--- src/rtl/irq_controller.sv ---
// Interrupt controller: IF/IE registers, master enable with EI delay, fixed-priority vectored dispatch.
// Define IRQ_EDGE_DETECT_EN to set IF on IRQ_TRIG rising edges; otherwise IF follows the trigger level.
module irq_controller #(
    parameter int          NUM_IRQ    = 5,
    parameter logic [7:0]  VEC_BASE   = 8'h40,
    parameter int          VEC_STRIDE = 8
) (
    input  logic               CLK,
    input  logic               nRES,
    input  logic [NUM_IRQ-1:0] IRQ_TRIG,
    input  logic               REG_SEL,
    input  logic               WR,
    input  logic [7:0]         DIN,
    output logic [7:0]         DOUT,
    input  logic               IME_SET,
    input  logic               IME_CLR,
    output logic               INT_REQ,
    input  logic               INT_ACK,
    output logic [7:0]         VECTOR,
    output logic               INT_VALID,
    output logic               WAKE
);

    localparam logic [1:0] IDLE     = 2'd0;
    localparam logic [1:0] REQ      = 2'd1;
    localparam logic [1:0] DISPATCH = 2'd2;

    logic [1:0]         state;
    logic [NUM_IRQ-1:0] if_flags;
    logic [NUM_IRQ-1:0] ie_flags;
    logic [NUM_IRQ-1:0] if_next;
    logic [NUM_IRQ-1:0] hw_set;
    logic [NUM_IRQ-1:0] pending;
    logic [NUM_IRQ-1:0] clr_mask;
    logic [2:0]         win_idx;
    logic [7:0]         vec_next;
    logic [7:0]         vector_q;
    logic [7:0]         dout_mux;
    logic               ime;
    logic               ei_pipe;
    logic               take;
    logic               unused_din;

    assign unused_din = ^DIN;

`ifdef IRQ_EDGE_DETECT_EN
    logic [NUM_IRQ-1:0] trig_prev;

    always_ff @(posedge CLK or negedge nRES) begin
        if (!nRES) begin
            trig_prev <= '0;
        end else begin
            trig_prev <= IRQ_TRIG;
        end
    end

    assign hw_set = IRQ_TRIG & ~trig_prev;
`else
    assign hw_set = IRQ_TRIG;
`endif

    assign pending = if_flags & ie_flags;
    assign WAKE    = |pending;

    // Lowest pending index wins; clr_mask is the one-hot of the winner.
    always_comb begin
        win_idx  = '0;
        clr_mask = '0;
        for (int i = NUM_IRQ - 1; i >= 0; i--) begin
            if (pending[i]) begin
                win_idx = 3'(i);
            end
        end
        for (int i = 0; i < NUM_IRQ; i++) begin
            clr_mask[i] = (win_idx == 3'(i));
        end
    end

    assign vec_next = VEC_BASE + 8'(int'(win_idx) * VEC_STRIDE);
    assign take     = (state == REQ) && ime && (|pending) && INT_ACK;

    // Software write first, then dispatch clear, then hardware set so a coincident set always survives.
    always_comb begin
        if_next = if_flags;
        if (WR && !REG_SEL) begin
            if_next = DIN[NUM_IRQ-1:0];
        end
        if (take) begin
            if_next = if_next & ~clr_mask;
        end
        if_next = if_next | hw_set;
    end

    always_ff @(posedge CLK or negedge nRES) begin
        if (!nRES) begin
            if_flags <= '0;
            ie_flags <= '0;
        end else begin
            if_flags <= if_next;
            if (WR && REG_SEL) begin
                ie_flags <= DIN[NUM_IRQ-1:0];
            end
        end
    end

    // EI takes effect one cycle after ei_pipe; DI (or dispatch) kills both the pipe and IME.
    always_ff @(posedge CLK or negedge nRES) begin
        if (!nRES) begin
            ime     <= 1'b0;
            ei_pipe <= 1'b0;
        end else begin
            ei_pipe <= IME_SET && !IME_CLR;
            if (IME_CLR || take) begin
                ime <= 1'b0;
            end else if (ei_pipe) begin
                ime <= 1'b1;
            end
        end
    end

    always_ff @(posedge CLK or negedge nRES) begin
        if (!nRES) begin
            state    <= IDLE;
            vector_q <= 8'h00;
        end else begin
            case (state)
                IDLE: begin
                    if (ime && (|pending)) begin
                        state <= REQ;
                    end
                end
                REQ: begin
                    if (!ime || !(|pending)) begin
                        state <= IDLE;
                    end else if (INT_ACK) begin
                        state    <= DISPATCH;
                        vector_q <= vec_next;
                    end
                end
                DISPATCH: state <= IDLE;
                default:  state <= IDLE;
            endcase
        end
    end

    // Unimplemented channel bits read back as 1.
    always_comb begin
        dout_mux = 8'hFF;
        dout_mux[NUM_IRQ-1:0] = REG_SEL ? ie_flags : if_flags;
    end

    assign DOUT      = dout_mux;
    assign INT_REQ   = (state == REQ);
    assign INT_VALID = (state == DISPATCH);
    assign VECTOR    = vector_q;

endmodule

--- config.mk ---
export PLATFORM = sky130hd
export DESIGN_NAME = irq_controller
export DESIGN_NICKNAME = d
export VERILOG_FILES = /design/src/rtl/irq_controller.sv
export SDC_FILE = /design/constraint.sdc
export NUM_CORES = 1
export LEC_CHECK = 0
export ABC_AREA = 1
export CORE_MARGIN = 2
export CORE_UTILIZATION = 27
export DETAILED_ROUTE_END_ITERATION = 7
export DONT_BUFFER_PORTS = 1
export PLACE_DENSITY = 0.41
export SLEW_MARGIN = 10
export SYNTH_ARGS = -nofsm -noshare
export SYNTH_HDL_FRONTEND = slang
export SYNTH_SLANG_ARGS = --single-unit
export TNS_END_PERCENT = 1
--- constraint.sdc ---
create_clock -name CLK -period 2.7 [get_ports CLK]
set_clock_uncertainty 0.1 [all_clocks]
set_input_delay 0.675 -clock CLK [delete_from_list [all_inputs] [get_ports CLK]]
set_output_delay 0.675 -clock CLK [all_outputs]
set_load 0.02 [all_outputs]
==> summary.txt <==
Run status
  – Status: finished, final reports clean

Route
  – Routed WL: 2.12 mm
  – DRC: 0
  – DRT antenna net count: 0
  – Via density: 4.21
  – First-pass DRT Iterations: 4
  – Routed len/inst: 11.7 um
  – Initial DRC count: 44
  – Via Count: 762

Global routing
  – Wire length of the first global-routing pass: 3.62 mm
  – Grt total ovfl: 0
  – Vias in the first global route: 771
  – Overall global routing resource usage: 11.3%
  – Initial antenna violation count: 0
  – Pin count of the biggest net entering global routing: 19

Critical path
  – Crit Path Max Fanout: 6
  – FF-to-FF End: VECTOR[6]
  – Worst reg2reg startpoint: ie_flags[3]
  – Required @ worst endpoint: 1.92 ns
  – Critical path class: flop to primary output
  – Crit path DAT: 1.12 ns
  – Worst Setup Start Kind: flop
  – Reg2Reg Depth: 7
  – Reg2Reg Setup Slack: 1.26 ns
  – Worst setup EP type: primary output
  – CP Launch Point: ie_flags[3]
  – Worst Setup EP: WAKE

Timing
  – Setup TNS: 0 ns
  – Minimum clock period: 1.89 ns
  – RSZ-0062 raised after global routing: no
  – Slew @ Worst Pin: 0.858 ns
  – Max frequency: 528 MHz
  – Slew HR: 42.6%
  – Setup-failing EPs final: 0
  – Tcrit/Tclk final: 70.2%
  – Max-slew violations: 0
  – Final hold violations: 0

Logic synthesis
  – Post-synth top area share: 44.8%
  – Synth Instances: 129
  – Synth area leader: dfrtp_1
  – Synth area leaders: dfrtp_1, nand2_1, inv_1
  – Synth cell types: 20
  – Ys Warns: 0
  – Synthesized area per cell: 7.79 um2
  – Syn Std Cell Area: 0.00100 mm2
  – Sequential element share of the synthesized area: 44.8%
  – Post-synthesis register bit count: 18

Power
  – Peak supply drop: 0.358 mV
  – Leakage: 0.000607 uW
  – Pwr Density: 642 mW/mm2

Place
  – IO buf count: 0
  – Routability cong.: 0.699
  – Dpl hpwl: 1.64 mm
  – Post-place instance area: 0.00104 mm2

Clock network
  – CTS Buf Count: 3
  – Reg clk slew, reported paths: 0.07 ns
  – CTS root buffer: clkbuf_8
  – Htree depth: 1
  – Worst skew pair latency: 0.25 ns
  – Clk sinks: 18
  – CTS tree: built
  – Worst-case clock buffer depth: 2
  – CTS resizes: 0

Finish
  – Register area: 450 um2
  – Multi-input logic area: 440 um2
  – Final Core Density: 30.7%
  – ANT cells: 0
  – Syn-to-layout area delta: 10.1%
  – Layout cells sized above 1: 13.5%
  – Final Instance Area: 0.00111 mm2
  – Fillers: 406
  – Nets@finish: 154

Die
  – Site Rows: 22
  – DIE WIDTH: 65 um
  – Initial core utilization: 27.9%
  – Ports: 39
  – Core area: 0.00361 mm2
  – Die height: 65 um
  – Die Area: 0.00423 mm2

Hold path
  – Worst hold path class: flop to flop
  – Hold depth: 1

Run
  – MaxCap Viol Count: 0
-- final cells by class --
type,instances,area share (%)
clock buffer,4,4.98
multi-input combinational,88,39.8
sequential,18,40.7
inverter,20,6.79
tap,48,5.43
timing repair buffer,3,2.26
-- what timing repair did --
action | in CTS | in global routing
hold buffers | 0 | 1
endpoints found under the hold margin | 0 | 18
setup buffers | 0 | 0
-- critical path, stage by stage, from the launching register on --
cell	delay [ns]
dfrtp_1	0.40
nand2_1	0.12
nand2_2	0.10
nor2_4	0.12
nand2_4	0.12
-- where the power goes --
| part | internal (uW) | switching [uW] | total (uW) |
|---|---|---|---|
| logic | 46.1 | 94.9 | 141 |
| clock network | 130 | 91.8 | 221 |
| registers | 302 | 45.0 | 347 |
-- routing by layer --
metal	vias to the layer above	global-route usage [%]	routed length, um
met1	344	15.1	1010
met5	-	0	0
met2	25	17.8	955
met3	2	4.34	141
met4	0	1.60	14
li1	391	-	-
-- stage by stage --
step | cells | hold slack (ns) | power, uW | setup WS (ns)
after floorplan | 134 | 0.279 | 470 | 0.606
after global placement | 176 | 0.280 | 486 | 0.909
after detailed placement | 176 | 0.280 | 490 | 0.905
after CTS | 180 | 0.00204 | 717 | 0.795
after global routing | 181 | 0.358 | 762 | 0.739
final | 181 | 0.338 | 710 | 0.806
-- flip-flops by register name, indices dropped and copies added, names as in the netlist --
| signal | count |
|---|---|
| if_flags | 5 |
| ime | 1 |
| state | 2 |
| ie_flags | 5 |
| VECTOR | 4 |
| ei_pipe | 1 |
-- synthesized netlist by cell type --
cell,count
o21bai_1,2
or2_1,1
o21ai_0,13
inv_2,1
buf_2,1
nand2_4,3
nor2_2,1
a211oi_1,1
nand4_1,4
a21oi_1,1
nor2_1,6
nand3_4,1
dfrtp_1,18
nand2_2,3
nor2_4,1
nand2_1,42
conb_1,2
inv_1,19
mux2_2,2
buf_4,7
-- worst min-delay path by stage --
stage / from / endpoint / slack (ns)
after floorplan: nRES / VECTOR[3] / 0.28
after global placement: nRES / ie_flags[1] / 0.28
after detailed placement: nRES / if_flags[1] / 0.28
after CTS: nRES / if_flags[4] / 0.002
after global routing: state[1] / state[0] / 0.36
final: state[1] / state[0] / 0.34
-- layout by cell type (no fill, tap or decap), types with 2 or more instances in the layout --
master    netlist  final
buf_4           7      2
clkbuf_8        0      4
conb_1          2      7
dfrtp_1        18     18
inv_1          19     19
mux2_2          2      2
nand2_1        42     42
nand2_2         3      3
nand2_4         3      3
nand4_1         4      4
nor2_1          6      6
o21ai_0        13     13
o21bai_1        2      2
-- kinds of logic (layout without fill, tap and decap cells) --
kind of cell           after synthesis  in the layout  synth area share (%)
AOI/OAI and AO/OA                   17             17                  9.21
buffers and inverters               28             27                  13.2
DFF                                 18             18                  44.8
muxes                                2              2                  2.24
other                                2              7                 0.747
and+or+nand+nor                     62             62                  29.8
Note: power is estimated with default switching activity, not from simulation.
